<file path="config.mk">
export PLATFORM = sky130hd
export DESIGN_NAME = osd_reliability_sort_flat
export DESIGN_NICKNAME = d
export VERILOG_FILES = /design/src/rtl/osd_pkg.sv /design/src/rtl/osd_reliability_sort_if.sv /design/src/rtl/osd_cmp_swap.sv /design/src/rtl/osd_reliability_sort.sv /design/src/flat_wrapper.sv
export SDC_FILE = /design/constraint.sdc
export NUM_CORES = 1
export LEC_CHECK = 0
export CAP_MARGIN = 20
export CORE_UTILIZATION = 38
export DETAILED_ROUTE_END_ITERATION = 12
export GPL_ROUTABILITY_DRIVEN = 0
export PLACE_DENSITY = 0.56
export SYNTH_ARGS = -nofsm -noshare
export SYNTH_HDL_FRONTEND = slang
export SYNTH_HIERARCHICAL = 1
export SYNTH_SLANG_ARGS = --single-unit
</file>
<file path="constraint.sdc">
create_clock -name clk -period 2.45 [get_ports clk]
set_input_delay 0.245 -clock clk [delete_from_list [all_inputs] [get_ports clk]]
set_output_delay 0.245 -clock clk [all_outputs]
set_load 0.01 [all_outputs]
</file>
<file path="src/rtl/osd_pkg.sv">
// Shared definitions for the OSD reliability-sort and Gaussian-elimination stages:
// FSM state encoding, index-width derivation and the compare-exchange ordering rule.
package osd_pkg;

    typedef enum logic [2:0] {
        ST_IDLE = 3'd0,
        ST_LOAD = 3'd1,
        ST_SORT = 3'd2,
        ST_PERM = 3'd3,
        ST_DONE = 3'd4
    } state_t;

    localparam int CS_W = 32;

    function automatic int idx_width(input int n);
        return (n < 2) ? 1 : $clog2(n);
    endfunction

    // True when element b must move ahead of element a: larger magnitude wins,
    // equal magnitudes keep the lower original position first.
    function automatic logic cs_swap(input logic [CS_W-1:0] mag_a,
                                     input logic [CS_W-1:0] idx_a,
                                     input logic [CS_W-1:0] mag_b,
                                     input logic [CS_W-1:0] idx_b);
        return (mag_b > mag_a) || ((mag_b == mag_a) && (idx_b < idx_a));
    endfunction

endpackage

</file>
<file path="src/rtl/osd_reliability_sort_if.sv">
// Request/result bundle of the reliability sort: word inputs from the requester,
// permuted matrix, permutation and hard decisions back to it.
interface osd_reliability_sort_if
    import osd_pkg::*;
#(
    parameter int N     = 8,
    parameter int K     = 4,
    parameter int W     = 6,
    parameter int IDX_W = idx_width(N)
);
    logic                 start;
    logic [N*W-1:0]       llr_flat;
    logic [K*N-1:0]       G_flat;
    logic                 busy;
    logic                 done;
    logic [K*N-1:0]       Gpp_flat;
    logic [N*IDX_W-1:0]   perm_flat;
    logic [N-1:0]         hard_flat;

    modport master (
        output start, llr_flat, G_flat,
        input  busy, done, Gpp_flat, perm_flat, hard_flat
    );

    modport slave (
        input  start, llr_flat, G_flat,
        output busy, done, Gpp_flat, perm_flat, hard_flat
    );
endinterface

</file>
<file path="src/rtl/osd_cmp_swap.sv">
// Combinational compare-exchange of one {mag, idx} pair; the "a" outputs carry
// the element that belongs earlier in the reliability order.
module osd_cmp_swap
    import osd_pkg::*;
#(
    parameter int W     = 6,
    parameter int IDX_W = 3
) (
    input  logic [W-1:0]     i_mag_a,
    input  logic [IDX_W-1:0] i_idx_a,
    input  logic [W-1:0]     i_mag_b,
    input  logic [IDX_W-1:0] i_idx_b,
    output logic [W-1:0]     o_mag_a,
    output logic [IDX_W-1:0] o_idx_a,
    output logic [W-1:0]     o_mag_b,
    output logic [IDX_W-1:0] o_idx_b
);
    logic w_swap;

    assign w_swap  = cs_swap(CS_W'(i_mag_a), CS_W'(i_idx_a), CS_W'(i_mag_b), CS_W'(i_idx_b));
    assign o_mag_a = w_swap ? i_mag_b : i_mag_a;
    assign o_idx_a = w_swap ? i_idx_b : i_idx_a;
    assign o_mag_b = w_swap ? i_mag_a : i_mag_b;
    assign o_idx_b = w_swap ? i_idx_a : i_idx_b;
endmodule

</file>
<file path="src/rtl/osd_reliability_sort.sv">
// Orders codeword positions by decreasing |LLR| with an N-phase odd-even transposition
// sort, then column-permutes G and gathers hard decisions for the elimination stage.
module osd_reliability_sort
    import osd_pkg::*;
#(
    parameter int N     = 8,
    parameter int K     = 4,
    parameter int W     = 6,
    parameter int IDX_W = idx_width(N)
) (
    input  logic                   clk,
    input  logic                   rst,
    osd_reliability_sort_if.slave  io_bus
);
    localparam int PH_W = idx_width(N);
    localparam int NE   = N / 2;
    localparam int NO   = (N - 1) / 2;

    state_t               r_state;
    logic [W-1:0]         r_mag [N];
    logic [IDX_W-1:0]     r_idx [N];
    logic [N-1:0]         r_sign;
    logic [K*N-1:0]       r_g;
    logic [PH_W-1:0]      r_phase;
    logic                 r_busy;
    logic                 r_done;
    logic [K*N-1:0]       r_gpp;
    logic [N*IDX_W-1:0]   r_perm;
    logic [N-1:0]         r_hard;

    logic [W-1:0]         w_load_mag [N];
    logic [W-1:0]         w_even_mag [N];
    logic [IDX_W-1:0]     w_even_idx [N];
    logic [W-1:0]         w_odd_mag  [N];
    logic [IDX_W-1:0]     w_odd_idx  [N];
    logic [K*N-1:0]       w_gpp;
    logic [N*IDX_W-1:0]   w_perm;
    logic [N-1:0]         w_hard;

    genvar gi, gj;

    // Two's-complement magnitude kept at W bits, so the most negative code maps to 2^(W-1).
    generate
        for (gi = 0; gi < N; gi++) begin : g_abs
            logic [W-1:0] w_llr;
            assign w_llr          = io_bus.llr_flat[gi*W +: W];
            assign w_load_mag[gi] = w_llr[W-1] ? ((~w_llr) + W'(1)) : w_llr;
        end
    endgenerate

    generate
        for (gi = 0; gi < NE; gi++) begin : g_even
            osd_cmp_swap #(.W(W), .IDX_W(IDX_W)) u_cs (
                .i_mag_a (r_mag[2*gi]),
                .i_idx_a (r_idx[2*gi]),
                .i_mag_b (r_mag[2*gi+1]),
                .i_idx_b (r_idx[2*gi+1]),
                .o_mag_a (w_even_mag[2*gi]),
                .o_idx_a (w_even_idx[2*gi]),
                .o_mag_b (w_even_mag[2*gi+1]),
                .o_idx_b (w_even_idx[2*gi+1])
            );
        end
        if (N % 2 == 1) begin : g_even_tail
            assign w_even_mag[N-1] = r_mag[N-1];
            assign w_even_idx[N-1] = r_idx[N-1];
        end

        for (gi = 0; gi < NO; gi++) begin : g_odd
            osd_cmp_swap #(.W(W), .IDX_W(IDX_W)) u_cs (
                .i_mag_a (r_mag[2*gi+1]),
                .i_idx_a (r_idx[2*gi+1]),
                .i_mag_b (r_mag[2*gi+2]),
                .i_idx_b (r_idx[2*gi+2]),
                .o_mag_a (w_odd_mag[2*gi+1]),
                .o_idx_a (w_odd_idx[2*gi+1]),
                .o_mag_b (w_odd_mag[2*gi+2]),
                .o_idx_b (w_odd_idx[2*gi+2])
            );
        end
        assign w_odd_mag[0] = r_mag[0];
        assign w_odd_idx[0] = r_idx[0];
        if (N % 2 == 0) begin : g_odd_tail
            assign w_odd_mag[N-1] = r_mag[N-1];
            assign w_odd_idx[N-1] = r_idx[N-1];
        end
    endgenerate

    // Gather stage: sorted index list selects G columns and sign bits.
    generate
        for (gi = 0; gi < N; gi++) begin : g_col
            assign w_perm[gi*IDX_W +: IDX_W] = r_idx[gi];
            assign w_hard[gi]                = r_sign[r_idx[gi]];
        end
        for (gj = 0; gj < K; gj++) begin : g_row
            logic [N-1:0] w_row;
            assign w_row = r_g[gj*N +: N];
            for (gi = 0; gi < N; gi++) begin : g_bit
                assign w_gpp[gj*N + gi] = w_row[r_idx[gi]];
            end
        end
    endgenerate

    always_ff @(posedge clk) begin
        if (rst) begin
            r_state <= ST_IDLE;
            r_sign  <= '0;
            r_g     <= '0;
            r_phase <= '0;
            r_busy  <= 1'b0;
            r_done  <= 1'b0;
            r_gpp   <= '0;
            r_perm  <= '0;
            r_hard  <= '0;
            for (int j = 0; j < N; j++) begin
                r_mag[j] <= '0;
                r_idx[j] <= '0;
            end
        end else begin
            case (r_state)
                ST_IDLE, ST_DONE: begin
                    if (io_bus.start) begin
                        r_state <= ST_LOAD;
                        r_busy  <= 1'b1;
                    end
                end
                ST_LOAD: begin
                    r_g     <= io_bus.G_flat;
                    r_phase <= '0;
                    r_done  <= 1'b0;
                    for (int j = 0; j < N; j++) begin
                        r_sign[j] <= io_bus.llr_flat[j*W + W - 1];
                        r_mag[j]  <= w_load_mag[j];
                        r_idx[j]  <= IDX_W'(j);
                    end
                    r_state <= ST_SORT;
                end
                ST_SORT: begin
                    for (int j = 0; j < N; j++) begin
                        r_mag[j] <= r_phase[0] ? w_odd_mag[j] : w_even_mag[j];
                        r_idx[j] <= r_phase[0] ? w_odd_idx[j] : w_even_idx[j];
                    end
                    if (r_phase == PH_W'(N - 1)) begin
                        r_state <= ST_PERM;
                    end else begin
                        r_phase <= r_phase + PH_W'(1);
                    end
                end
                ST_PERM: begin
                    r_perm  <= w_perm;
                    r_gpp   <= w_gpp;
                    r_hard  <= w_hard;
                    r_done  <= 1'b1;
                    r_busy  <= 1'b0;
                    r_state <= ST_DONE;
                end
                default: begin
                    r_state <= ST_IDLE;
                    r_busy  <= 1'b0;
                    r_done  <= 1'b0;
                end
            endcase
        end
    end

    assign io_bus.busy      = r_busy;
    assign io_bus.done      = r_done;
    assign io_bus.Gpp_flat  = r_gpp;
    assign io_bus.perm_flat = r_perm;
    assign io_bus.hard_flat = r_hard;
endmodule

</file>
<file path="src/flat_wrapper.sv">
// flat-port wrapper written by rule: the top's interface ports become plain ports
module osd_reliability_sort_flat import osd_pkg::*;
#(
    parameter int N     = 8,
    parameter int K     = 4,
    parameter int W     = 6,
    parameter int IDX_W = idx_width(N)
)
  (clk, rst, io_bus_start, io_bus_llr_flat, io_bus_G_flat, io_bus_busy, io_bus_done, io_bus_Gpp_flat, io_bus_perm_flat, io_bus_hard_flat);
  osd_reliability_sort_if #(.N(N), .K(K), .W(W), .IDX_W(IDX_W)) io_bus_i ();
  input  logic clk;
  input  logic rst;
  input wire logic [$bits(io_bus_i.start)-1:0] io_bus_start;
  input wire logic [$bits(io_bus_i.llr_flat)-1:0] io_bus_llr_flat;
  input wire logic [$bits(io_bus_i.G_flat)-1:0] io_bus_G_flat;
  output wire logic [$bits(io_bus_i.busy)-1:0] io_bus_busy;
  output wire logic [$bits(io_bus_i.done)-1:0] io_bus_done;
  output wire logic [$bits(io_bus_i.Gpp_flat)-1:0] io_bus_Gpp_flat;
  output wire logic [$bits(io_bus_i.perm_flat)-1:0] io_bus_perm_flat;
  output wire logic [$bits(io_bus_i.hard_flat)-1:0] io_bus_hard_flat;
  assign io_bus_i.start = io_bus_start;
  assign io_bus_i.llr_flat = io_bus_llr_flat;
  assign io_bus_i.G_flat = io_bus_G_flat;
  assign io_bus_busy = io_bus_i.busy;
  assign io_bus_done = io_bus_i.done;
  assign io_bus_Gpp_flat = io_bus_i.Gpp_flat;
  assign io_bus_perm_flat = io_bus_i.perm_flat;
  assign io_bus_hard_flat = io_bus_i.hard_flat;
  osd_reliability_sort #(.N(N), .K(K), .W(W), .IDX_W(IDX_W)) u_core (.clk(clk), .rst(rst), .io_bus(io_bus_i));
endmodule
</file>
# Word level (Yosys, flattened, before mapping)
# Memories as Yosys holds them, arrays and structs flattened.
# Index checks and enable logic that the tools add are counted.
word_totals:
  reg_bits: 112
  ramBits: 72
  in_bits: 83
  output_inout_bits: 66
  wordCells: 300
  n_memories: 2
op_classes:
  n_addsub: 9
  n_lt_le_gt_ge: 22
  eq_ne: 15
  mux: 180
  n_bitwise: 41
  n_reduce_logical: 22
memory_table:
  columns: ["memory", "depth", "width", "read_ports", "rd_ports_with_merged_regs", "write_ports", "line", "text"]
  rows:
  - ["u_core.r_mag", 8, 6, 8, 0, 8, "osd_reliability_sort.sv:20", "logic [W-1:0] r_mag [N];"]
  - ["u_core.r_idx", 8, 3, 8, 0, 8, "osd_reliability_sort.sv:21", "logic [IDX_W-1:0] r_idx [N];"]
op_table:
  columns: ["op", "n"]
  rows:
  - ["$mux W6", 46]
  - ["$mux W3", 41]
  - ["$bmux W1 S3", 40]
  - ["$mux W1", 49]
  - ["$add A6 B1 Y6 const B", 8]
  - ["$not A6 Y6", 8]
  - ["$eq A6 B6 Y1", 7]
  - ["$gt A6 B6 Y1", 7]
  - ["$lt A3 B4 Y1 const B", 8]
  - ["$or A1 B1 Y1", 32]
  - ["$lt A3 B3 Y1", 7]
  - ["$pmux W3 S4", 1]
  - ["$logic_and A1 B1 Y1", 7]
  - ["$logic_or A1 B1 Y1", 7]
  - ["$eq A3 B2 Y1 const B", 2]
  - ["$eq A3 B3 Y1 const B", 2]
  - ["$pmux W3 S2", 1]
  - ["$reduce_and A2 Y1", 3]
  - ["$ne A2 B2 Y1 const B", 2]
  - ["$pmux W1 S2", 2]
  - ["$reduce_or A2 Y1", 2]
  - ["$add A3 B1 Y3 const B", 1]
  - ["$eq A3 B1 Y1 const B", 1]
  - ["$logic_not A3 Y1", 1]
  - ["other kinds (4)", 4]

# Longest topological paths before layout
logic_depth:
  depth_word: 6
  depth_mapped: 11
  mapped_depth_nobuf: 9

# Hierarchy
# Netlist, hierarchy kept.
modules_own_cells:
  columns: ["mod", "instances", "cells_per_inst", "area_each_um2", "seq_area_each_um2"]
  rows:
  - ["osd_reliability_sort", 1, 1115, 10639.0, 4374.2]
  - ["osd_cmp_swap", 7, 115, 789.5, 0.0]

# Worst setup path before layout
# No wires, ideal clock.
synth_timing:
  kind: "register -> register"
  from: "memory u_core.r_mag[6][0] (netlist: u_core/r_mag[0][36])"
  to: "memory u_core.r_mag[6][4] (netlist: u_core/r_mag[0][40]), data pin"
  setup_time_ns: 0.272
  t_arrival_ns: 2.064
  required_time_ns: 2.178
  setup_slack_ns: 0.114
  stages_incl_launch_ff: 11
  path_buffers: 2
  period_less_slack_ns: 2.336
  path_cell_list: "edfxtp_1 > ha_1 > nand2b_4 > a21oi_2 > o211a_1 > buf_6 > buf_6 > o211ai_1 > nor2b_1 > a211oi_1 > a211oi_1"
synth_rtl:
  columns: ["item", "line"]
  rows:
  - ["start: declaration", "osd_reliability_sort.sv:20"]

==> flow_summary_export.csv <==
group,metric,value,unit
clock_network,htreeDepth,4,
setup_path,startpoint_type,"register",
clock_network,cts_sinks,184,
finish,fill_cells,4056,
route,drcViolationCount,0,
timing,tightestPinTransition,584,ps
timing,clock.fmax,424,MHz
yosys,synthTopCellsByCount,"220 x mux2i_1, 140 x o21ai_0, 129 x nand3_1",
yosys,syn_avg_cell_area,8.42,µm²
pwr,clockPowerShare,24.9,%
yosys,yosysMostFrequentCell,"mux2i_1",
timing,finClkSkew,22.5,ps
setup_path,required,2640,ps
yosys,synthArstFlopShare,0,%
route,postRouteAntennaNets,0,
pwr,power_density,574,mW/mm²
timing,setup_ws,92.8,ps
route,drt-wirelength-per-cell,21.3,µm
yosys,yosysTopAreaCell,"dfxtp_1",
place,io_buffer_count,148,
finish,area.sequential,0.00438,mm²
die,core,0.0419,mm²
yosys,synth_cell_types,53,
grt,grt_pass1_vias,15339,
yosys,syn-num-nets,2069,
finish,layout-drive-gt1-share,13.2,%
finish,synthToLayoutAreaGrowth,20.4,%
clock_network,root_buffer,"clkbuf_16",
finish,fin_nets,2212,
grt,grt_max_degree,61,
yosys,ys.warnings.count,6,
flow_run,cap_violations,0,
hold_path,hold_path_class,"in -> reg",
yosys,synth_area,0.0162,mm²
setup_path,cp.arrival,2550,ps
finish,antenna_cells,0,
finish,multi_input_area,0.0106,mm²
pwr,switching_share,39.9,%
die,io_pins,149,
timing,finalCritPeriodShare,96.2,%
setup_path,cp_max_fo,9,
run_status,run_status,"finished, final reports clean",
timing,fin_crit,2360,ps
grt,grt_pass1_wl,87400,µm
setup_path,end_kind,"register",
pwr,p_switching,4460,µW
place,pre_cts_slack,26.8,ps
die,die_width,208,µm
route,drt_iter0_drc,1419,
place,dp_hpwl,39600,µm
clock_network,clockBufferDepth,2,
timing,relSlewSlack,61.1,%
yosys,syn_inst,1920,
yosys,synth_edf_count,69,
die,die_y,208,µm
grt,globalRouteOverflowTotal,0,
setup_path,critPathKind,"reg -> reg",
yosys,synth_seq_cells,184,
pwr,comb_power_share,41.7,%
timing,slew_violations,0,
yosys,synth.top_cell.area_share,14.2,%
clock_network,cts_buffers,17,
grt,grt_usage,25.0,%
die,die_area,0.0434,mm²
pwr,p_int,6710,µW
grt,antenna_found_initial,0,
route,drt-total-wl,55800,µm
die,num_rows,75,
yosys,synth_area_leaders,"dfxtp_1 14%, mux2i_1 14%, edfxtp_1 13%",
die,start_util,38.5,%
route,vias,16284,
clock_network,cts_tree,"yes",
timing,hold_viol,0,
route,routed_via_density,6.23,
finish,final_core_util,46.4,%
route,dr.pass1.iters,6,
yosys,synth_ff_type,"dfxtp_1",
pwr,pwr-share-seq,33.5,%
timing,setup_violations,0,
clock_network,insertion_delay,460,ps
yosys,ys_seq_area_share,27.1,%
timing,rsz0062_at_grt,"true",
pwr,p_leak,0.00676,µW
clock_network,clkSlewWorstSetupHoldPaths,70,ps
pwr,max-vdd-ir-drop,0.000423,V
==> stage by stage <==
stage / hold slack, ps / setup TNS, ps / cell area [µm²] / std cells / power [µW]
4_1_cts: 163 / 0 / 19000 / 2573 / 10900
5_1_grt: 179 / -97.5 / 19500 / 2615 / 11800
3_5_place_dp: 448 / 0 / 18400 / 2541 / 8150
3_3_place_gp: 444 / 0 / 18400 / 2541 / 8050
2_1_floorplan: 378 / 0 / 16200 / 1920 / 6790
6_report: 181 / 0 / 19500 / 2615 / 11200
==> logic make-up (layout without fill, tap and decap cells) <==
family          after synthesis  count (layout)  share of synthesized area (%)
compound gates              699             700                           30.6
xor+xnor                     24              24                           1.30
fa+ha+maj                    66              66                           5.11
buf+inv                     284             439                           8.33
flops                       184             184                           27.1
mux                         220             220                           13.6
simple gates                443             443                           14.0
==> final timing paths <==
path                            depth (start not counted)                    endpoint                  startpoint  slack (ps)
worst max-delay path                                    9         u_core/r_mag[0][37]         u_core/r_mag[0][41]          90
worst min-delay path                                    2  u_core/io_bus.perm_flat[6]                         rst         180
worst max register to register                          9         u_core/r_mag[0][37]         u_core/r_mag[0][41]          90
worst min register to register                          2  u_core/io_bus.perm_flat[6]  u_core/io_bus.perm_flat[6]         460
==> flip-flops by register name, indices dropped and copies added (netlist names) <==
name	count
u_core/r_g	32
u_core/r_idx	24
u_core/io_bus.Gpp_flat	32
u_core/io_bus.hard_flat	8
u_core/r_phase	3
u_core/io_bus.busy	1
u_core/r_state	3
u_core/r_mag	48
u_core/io_bus.perm_flat	24
u_core/r_sign	8
u_core/io_bus.done	1
==> power by group through the flow <==
| stage | clock, µW | sequential [µW] | combinational (µW) |
|---|---|---|---|
| floorplan | 0 | 3660 | 3120 |
| global placement | 0 | 3800 | 4250 |
| detailed placement | 0 | 3810 | 4340 |
| CTS | 2830 | 3740 | 4360 |
| global route | 2950 | 3760 | 5040 |
| finish | 2780 | 3740 | 4650 |
==> worst max-delay path: stages (launching register included) <==
cell and delay [ps]:
edfxtp_1 450, inv_1 70, ha_1 310, nand4_1 200
or2_1 310, buf_4 170, o21ai_0 190, o211ai_1 150
mux2i_1 150, a211oi_1 90
==> routing by layer <==
layer	routed length [µm]	vias up	track usage [%]
met3	2500	48	3.26
li1	-	7678	-
met5	0	-	0
met1	25900	8034	34.7
met4	990	0	6.26
met2	26400	524	40.7
==> cell type report <==
type                            instances  area share, %
Timing Repair Buffer                  326           15.3
Multi-Input combinational cell       1453           54.3
Inverter                               81           1.56
Clock buffer                           19           2.28
Tap cell                              539           3.46
Sequential cell                       184           22.5
Clock inverter                         13          0.662
==> cell usage in the layout (no fill, tap or decap), types with 5 or more instances in the layout <==
cell / count
clkbuf_16: 17
xor2_1: 7
a21boi_0: 8
nand2b_4: 8
clkdlybuf4s50_1: 147
nor3_1: 52
nor2_1: 87
nand2_1: 75
o211ai_2: 7
nor2b_1: 33
or2_4: 6
o22ai_1: 29
nand2b_1: 9
a22o_1: 40
a211oi_1: 11
a21oi_1: 83
ha_1: 66
buf_12: 11
o211a_1: 7
mux2i_1: 220
dfxtp_1: 114
buf_4: 163
o21ai_0: 137
a22oi_1: 80
o21ai_4: 6
clkinv_1: 7
nand3_1: 129
a21oi_2: 11
a211o_1: 7
xnor2_1: 17
o21ai_1: 5
nor2_4: 8
o211ai_1: 126
nand4_1: 12
buf_6: 5
edfxtp_1: 69
o2111ai_1: 126
and2_1: 9
inv_1: 74
==> what timing repair did <==
action / in CTS / in global routing
resized for setup: 0 / 34
hold buffers: 0 / 0
buffers inserted: 0 / 41
endpoints found under the setup margin: 0 / 72
No activity file was read; power rests on OpenSTA's default activity.
